## src/rtl/instruction_controller.sv

```systemverilog
// Control FSM for a small register-file processor: fetches a 9-bit instruction on run
// and sequences register, ALU and done enables over T1..T3.
module instruction_controller #(
    parameter int n = 8
) (
    input  logic       clk,
    input  logic       resetn,
    input  logic       run,
    input  logic [8:0] ir_in,
    input  logic       z_flag,
    output logic       ir_load,
    output logic       din_out,
    output logic       a_in,
    output logic       g_in,
    output logic       g_out,
    output logic       done,
    output logic [7:0] r_in,
    output logic [7:0] r_out,
    output logic [1:0] alu_op,
    output logic       add_sub_control,
    output logic       cin
);
    typedef enum logic [1:0] {T0, T1, T2, T3} state_t;

    localparam logic [2:0] OP_MV   = 3'b000;
    localparam logic [2:0] OP_MVI  = 3'b001;
    localparam logic [2:0] OP_ADD  = 3'b010;
    localparam logic [2:0] OP_SUB  = 3'b011;
    localparam logic [2:0] OP_AND  = 3'b100;
    localparam logic [2:0] OP_MVNZ = 3'b101;

    // n only documents the attached ALU width; it is always positive so this is 1.
    localparam logic ZREG_RST = (n > 0);

    state_t     state;
    logic [8:0] ir;
    logic       zreg;
    logic [2:0] op;
    logic [7:0] x_oh, y_oh;
    logic       alu_instr;

    assign op        = ir[8:6];
    assign x_oh      = 8'b1 << ir[5:3];
    assign y_oh      = 8'b1 << ir[2:0];
    assign alu_instr = (op == OP_ADD) || (op == OP_SUB) || (op == OP_AND);

    always_ff @(posedge clk or negedge resetn) begin
        if (!resetn) begin
            state <= T0;
            ir    <= '0;
            zreg  <= ZREG_RST;
        end else begin
            case (state)
                T0: if (run) begin
                    ir    <= ir_in;
                    state <= T1;
                end
                T1: state <= alu_instr ? T2 : T0;
                T2: begin
                    zreg  <= z_flag;
                    state <= T3;
                end
                default: state <= T0;
            endcase
        end
    end

    always_comb begin
        ir_load         = 1'b0;
        din_out         = 1'b0;
        a_in            = 1'b0;
        g_in            = 1'b0;
        g_out           = 1'b0;
        done            = 1'b0;
        r_in            = '0;
        r_out           = '0;
        alu_op          = 2'b00;
        add_sub_control = 1'b0;
        cin             = 1'b0;
        case (state)
            // resetn gating keeps ir_load low while reset holds state at T0
            T0: ir_load = run & resetn;
            T1: begin
                case (op)
                    OP_MV: begin
                        r_out = y_oh;
                        r_in  = x_oh;
                        done  = 1'b1;
                    end
                    OP_MVI: begin
                        din_out = 1'b1;
                        r_in    = x_oh;
                        done    = 1'b1;
                    end
                    OP_ADD, OP_SUB, OP_AND: begin
                        r_out = x_oh;
                        a_in  = 1'b1;
                    end
                    OP_MVNZ: begin
                        done = 1'b1;
                        if (!zreg) begin
                            r_out = y_oh;
                            r_in  = x_oh;
                        end
                    end
                    default: done = 1'b1;
                endcase
            end
            T2: begin
                r_out = y_oh;
                g_in  = 1'b1;
                if (op == OP_SUB) begin
                    add_sub_control = 1'b1;
                    cin             = 1'b1;
                end
                if (op == OP_AND) alu_op = 2'b01;
            end
            default: begin
                g_out = 1'b1;
                r_in  = x_oh;
                done  = 1'b1;
            end
        endcase
    end
endmodule

```

## config.mk

```make
export PLATFORM = sky130hd
export DESIGN_NAME = instruction_controller
export DESIGN_NICKNAME = d
export VERILOG_FILES = /design/src/rtl/instruction_controller.sv
export SDC_FILE = /design/constraint.sdc
export NUM_CORES = 1
export LEC_CHECK = 0
export CAP_MARGIN = 20
export CORE_ASPECT_RATIO = 1.2
export CORE_MARGIN = 2
export CORE_UTILIZATION = 39
export DETAILED_ROUTE_END_ITERATION = 8
export HOLD_SLACK_MARGIN = 0.05
export PLACE_DENSITY = 0.87
export SLEW_MARGIN = 30
export SYNTH_ARGS = -nofsm -noshare
export SYNTH_HDL_FRONTEND = slang
export SYNTH_SLANG_ARGS = --single-unit
```

## constraint.sdc

```tcl
create_clock -name clk -period 2.2 [get_ports clk]
set_clock_uncertainty 0.15 [all_clocks]
set_input_delay 0.66 -clock clk [delete_from_list [all_inputs] [get_ports clk]]
set_output_delay 0.66 -clock clk [all_outputs]
set_load 0.01 [all_outputs]
```

==> summary.md, run 1 <==
| Metric | Value |
|---|---|
| Max Clock Freq | `370 MHz` |
| Psw | `1.38 mW` |
| Core ar. | `2330 µm²` |
| Worst r2r src | `ir[8]` |
| Syn Std Cell Area | `981 µm²` |
| Total track usage | `25.7%` |
| Commonest non-fill, non-tap cell in the layout | `buf_4` |
| Most frequent cells in the layout | `34 x buf_4, 19 x buf_2, 18 x buf_6, 11 x nor2_1` |
| Mean Syn Cell Area | `9.43 µm²` |
| Max-slew violation count | `0` |
| Initial DRC count | `49` |
| Routed Antenna Nets | `0` |
| Post-Syn Instances | `104` |
| Worst VDD drop | `1.22 mV` |
| Clk pwr share | `4.5%` |
| Sequential-to-total area share from yosys stat | `30.7%` |
| Top FF cell, synth | `dfrtp_1` |
| I/O Buffers | `37` |
| Drt total wl | `4050 µm` |
| Htree depth | `1` |
| Max cap viols | `0` |
| Outcome | `complete, but fails checks` |
| Busiest grt layer | `met2` |
| Final setup vio count | `22` |
| Arr. time, crit path | `1.90 ns` |
| Met1 Usage GRT | `29.8%` |
| Yosys reg bits | `12` |
| P_leak | `0.870 nW` |
| Worst setup SP type | `flip-flop` |
| CP required | `1.39 ns` |
| Drt pass-1 iters | `4` |
| Area grow syn2layout | `98.7%` |
| Antenna cells | `0` |
| Yosys warning count | `0` |
| Num CTS Buffers | `3` |
| Min Tclk post-route | `2.71 ns` |
| Final core occ | `83.7%` |
| Io pins | `39` |
| Place WS | `-0.583 ns` |
| Largest net degree at the start of global routing | `13` |
| Num Clock Sinks | `12` |
| Worst Path Max Fanout | `4` |
| HPWL after detailed placement | `2450 µm` |
| Per-cell routed wire length | `18.3 µm` |
| Grt met3 use | `1.78%` |
| Cell chosen for the clock root | `clkbuf_4` |
| Fraction of layout cells with a size suffix above 1 | `67.4%` |
| Worst setup EP type | `output pin` |
| Via density | `5.50` |
| M2 GR Usage | `47.8%` |
| Synth cell types | `37` |
| CTS tree | `yes` |
| Initial Util | `42.1%` |
| GR Overflow Total | `0` |
| Rows | `19` |
| Clock slew at reported path FFs | `0.07 ns` |
| DIE WIDTH | `49.8 µm` |
| Global-route wire length before repair | `5660 µm` |
| Flop pwr share | `16.4%` |
| Failing checks | `negative setup slack` |
| Initial antenna violation count | `0` |
| Power Internal | `1.72 mW` |
| Placer Congestion | `0.911` |
| Die ar. | `2930 µm²` |
| Max clock buf depth | `2` |
| DRC viols | `0` |
| Hold/Removal Path Class | `input port to async pin` |
| Critical path class | `flip-flop to output pin` |
| Post-Syn Nets | `121` |
| Final Hold Fails | `0` |
| Slack of the critical path | `-0.505 ns` |
| Fin crit share | `123%` |
| Final nets | `208` |
| RSZ-0062 raised after global routing | `true` |
| Die height | `58.9 µm` |
| Hold WS | `0.320 ns` |
| Post-synth ARST share | `100%` |
| Switching fraction of total power | `44.5%` |
| Combinational group share of total power | `79.1%` |
| Routed vias | `1216` |
| Clock Latency Late Sink | `0.27 ns` |
| Worst Setup SP | `ir[8]` |
| Vias in the first global route | `1214` |
| EDFF count, synth | `0` |
| Pwr/cell area | `1590 nW/µm²` |
## cells in the mapped netlist (all sizes together), types with 3 or more instances
cell    instances  share of area, %
buf             4               3.1
o21ai           4               2.0
o22ai           3               1.9
nor2           13               5.0
inv             5               1.9
ha              4               5.1
nand2b          8               5.4
nand2           4               1.5
dfrtp          11                28
nand3           6               3.1
mux2           10                11
## power groups by stage
stage | sequential [mW] | clock, mW | combinational [mW]
2_1_floorplan | 0.450 | 0 | 0.950
3_5_place_dp | 0.484 | 0 | 1.73
4_1_cts | 0.484 | 0.146 | 2.12
3_3_place_gp | 0.465 | 0 | 1.68
6_report | 0.507 | 0.138 | 2.45
5_1_grt | 0.519 | 0.156 | 2.57
## state kept, by name, summed over array words and instances (netlist names)
| signal | count |
|---|---|
| zreg | 1 |
| ir | 9 |
| state | 2 |
## repair_timing
action	in CTS	in global routing
setup buffers	14	4
setup endpoints to repair	25	24
hold buffers	0	0
resized for setup	125	27
pin swaps	17	6
## layer usage
layer,part of all wire (%),up-vias
li1,-,552
met1,38,586
met2,54,56
met3,3.3,22
met4,5.1,0
met5,0,-
## worst max-delay path, cell delays in order, from the launching register on
cell and delay [ns]:
dfrtp_1 0.43, and2b_4 0.23, a2111oi_4 0.34, buf_4 0.19
a21boi_4 0.06, o32ai_2 0.19, buf_2 0.17
## path summary, 6_finish.rpt
| check | cells past startpoint | to | slack [ns] |
|---|---|---|---|
| setup / recovery | 6 | r_out[0] | -0.51 |
| hold / removal | 2 | ir[1] | 0.32 |
| setup reg to reg | 8 | state[1] | 0.55 |
| hold reg to reg | 1 | ir[3] | 0.42 |
| max in group asynchronous | 2 | zreg | 1.35 |
| min in group clk | 1 | ir[3] | 0.42 |
## metrics by stage
step | cell area, µm² | TNS, ns | std cells | total power, mW
after global routing | 1950 | -7.67 | 221 | 3.25
after floorplan | 1030 | 0 | 104 | 1.40
after global placement | 1650 | -8.43 | 199 | 2.15
after detailed placement | 1650 | -9.55 | 199 | 2.21
final | 1950 | -6.34 | 221 | 3.10
after CTS | 1840 | -5.35 | 217 | 2.75
## cells by family after synthesis
logic type / synth area share, %
flops: 30.7
mux: 13.8
other cells: 0.382
simple gates: 22.6
fa+ha+maj: 5.10
buf+inv: 4.97
compound gates: 22.4
## layout make-up
class                   instances  area [µm²]
clock buffers                   4        26.3
fillers                       131         380
inverters                       5        18.8
multi-input cells              83         861
flip-flops and latches         12         304
well taps                      31        38.8
repair buffers                 86         701
(Power assumes the default switching activity.)
==> run 2, diff against run 1 <==
--- a/config.mk
+++ b/config.mk
@@ -8,10 +8,11 @@
 export CAP_MARGIN = 20
 export CORE_ASPECT_RATIO = 1.2
 export CORE_MARGIN = 2
-export CORE_UTILIZATION = 39
+export CORE_UTILIZATION = 43
+export CTS_CLUSTER_SIZE = 8
 export DETAILED_ROUTE_END_ITERATION = 8
 export HOLD_SLACK_MARGIN = 0.05
-export PLACE_DENSITY = 0.87
+export PLACE_DENSITY = 0.9
 export SLEW_MARGIN = 30
 export SYNTH_ARGS = -nofsm -noshare
 export SYNTH_HDL_FRONTEND = slang
==> constraint.sdc (replaced) <==
create_clock -name clk -period 2.7 [get_ports clk]
set_clock_uncertainty 0.15 [all_clocks]
set_input_delay 0.81 -clock clk [delete_from_list [all_inputs] [get_ports clk]]
set_output_delay 0.81 -clock clk [all_outputs]
set_load 0.01 [all_outputs]
==> run 2 against run 1 <==
- sequential share of layout area grew 1.5 points
- register-to-register slack gained 0.49 ns
- the flow still finishes with violations (negative setup slack)
- final area shrank 9.2%
==> summary.md, run 2 (synthesis results as in run 1) <==
| Metric | Value |
|---|---|
| Initial Util | `46.3%` |
| Die ar. | `2680 µm²` |
| CP max-delay cell | `dfrtp_1` |
| Io pins | `39` |
| Fraction of layout cells with a size suffix above 1 | `57.5%` |
| Clock Latency Late Sink | `0.28 ns` |
| Initial DRC count | `60` |
| Flop pwr share | `18.6%` |
| Routed vias | `1246` |
| Placer Congestion | `0.788` |
| Worst setup EP type | `output pin` |
| Num Clock Sinks | `12` |
| Final nets | `199` |
| Max-slew violation count | `0` |
| Final Hold Fails | `0` |
| Rows | `18` |
| R2r worst-path depth | `6` |
| Min Tclk post-route | `2.84 ns` |
| Max clock buf depth | `2` |
| Commonest non-fill, non-tap cell in the layout | `buf_4` |
| Drt pass-1 iters | `4` |
| Drt total wl | `4430 µm` |
| Clock slew at reported path FFs | `0.08 ns` |
| Htree depth | `1` |
| Routed Antenna Nets | `0` |
| I/O Buffers | `37` |
| Vias in the first global route | `1245` |
| Most frequent cells in the layout | `27 x buf_4, 16 x buf_2, 14 x buf_6, 12 x clkdlybuf4s50_1` |
| Failing checks | `negative setup slack` |
| Per-cell routed wire length | `21.0 µm` |
| Critical path class | `flip-flop to output pin` |
| Clk pwr share | `5.2%` |
| Via density | `5.91` |
| Initial antenna violation count | `0` |
| Min-Delay Startpoint | `ir[3]` |
| Core ar. | `2120 µm²` |
| Max reg flops | `9` |
| Arr. time, crit path | `1.88 ns` |
| Psw | `1.06 mW` |
| Combinational group share of total power | `76.2%` |
| Buffers & Inverters on Critical Path | `3` |
| CP top delay family | `buffers and inverters` |
| Largest net degree at the start of global routing | `13` |
| Num CTS Buffers | `3` |
| Biggest register | `ir` |
| Area grow syn2layout | `80.5%` |
| Cell chain of the critical path | `nand2b_4, mux2i_4, buf_6, nand4_1, buf_4, o22ai_1, buf_2` |
| GR Overflow Total | `0` |
| P_leak | `0.807 nW` |
| Max cap viols | `0` |
| Worst setup SP type | `flip-flop` |
| Die height | `56.3 µm` |
| Worst VDD drop | `0.913 mV` |
| Max Clock Freq | `352 MHz` |
| Fin crit share | `105%` |
| Hold/Removal Path Class | `flip-flop to flip-flop` |
| Worst Path Max Fanout | `5` |
| Worst R2R Setup Slack | `1.04 ns` |
| DIE WIDTH | `47.6 µm` |
| CTS Hold Bufs | `0` |
| FILL cells | `118` |
| HPWL after detailed placement | `2460 µm` |
| DRC viols | `0` |
| CP required | `1.74 ns` |
| CP peak stage delay | `0.44 ns` |
| Antenna cells | `0` |
| Total track usage | `32.9%` |
| CTS tree | `yes` |
| Power Internal | `1.24 mW` |
| Setup TNS | `-1.20 ns` |
| RSZ-0062 raised after global routing | `true` |
| Final setup vio count | `15` |
| Outcome | `complete, but fails checks` |
| Largest registers | `ir: 9 flops, state: 2 flops, zreg: 1 flops` |
| Cell chosen for the clock root | `clkbuf_4` |
| Reg-to-reg endpoint | `state[1]` |
| Final core occ | `83.6%` |
| Worst r2r src | `ir[6]` |
| Pwr/cell area | `1300 nW/µm²` |
| Global-route wire length before repair | `6210 µm` |
| Hold Crit Depth | `1` |
| Switching fraction of total power | `46.2%` |
| Slack of the critical path | `-0.140 ns` |
| Hold WS | `0.441 ns` |
| Hold Path End | `ir[3]` |
run 2: layer usage:
metal  share of wire [%]  vias to the layer above  routed length [µm]  global-route usage [%]
met5                   0                        -                   0                       0
met4                 8.7                        0                 383                    21.6
met3                 5.1                       34                 227                    4.18
met2                  48                       79                2120                    53.3
met1                  38                      600                1690                    38.1
li1                    -                      533                   -                       -
run 2: worst max path at each step:
| stage | from | end | slack (ns) | cells past startpoint |
|---|---|---|---|---|
| after CTS | state[0] | r_in[4] | -0.19 | 11 |
| after detailed placement | state[1] | r_out[3] | -0.29 | 8 |
| final | ir[6] | r_out[2] | -0.14 | 7 |
| after global placement | resetn | ir_load | -0.24 | 3 |
| after global routing | state[1] | r_in[4] | -0.22 | 10 |
| after floorplan | state[0] | r_out[5] | 0.15 | 6 |
run 2: layout make-up:
class                   count  area [µm²]  area share (%)
clock buffers               4        26.3            1.48
flip-flops and latches     12         303            17.1
inverters                   5        18.8            1.06
multi-input cells          83         763            43.1
repair buffers             77         622            35.1
well taps                  30        37.5            2.12
run 2: metrics by stage:
stage                     worst slack [ns]  std cells  cell area, µm²  power (mW)
after floorplan                      0.152        104             981        1.06
after global placement              -0.242        189            1520        1.54
after detailed placement            -0.287        189            1520        1.62
after CTS                           -0.187        205            1690        2.04
after global routing                -0.218        211            1770        2.41
final                               -0.140        211            1770        2.29
run 2: timing repair:
item,CTS,global route
setup buffers,12,7
setup endpoints to repair,24,22
gates resized for setup,104,25
gates cloned,0,0
pin swaps,15,14
run 2: power by group through the flow:
| stage | Clock (mW) | Sequential (mW) | Combinational, mW |
|---|---|---|---|
| after floorplan | 0 | 0.362 | 0.697 |
| after global placement | 0 | 0.382 | 1.16 |
| after detailed placement | 0 | 0.399 | 1.22 |
| after CTS | 0.120 | 0.403 | 1.51 |
| after global routing | 0.133 | 0.439 | 1.83 |
| final | 0.119 | 0.427 | 1.75 |
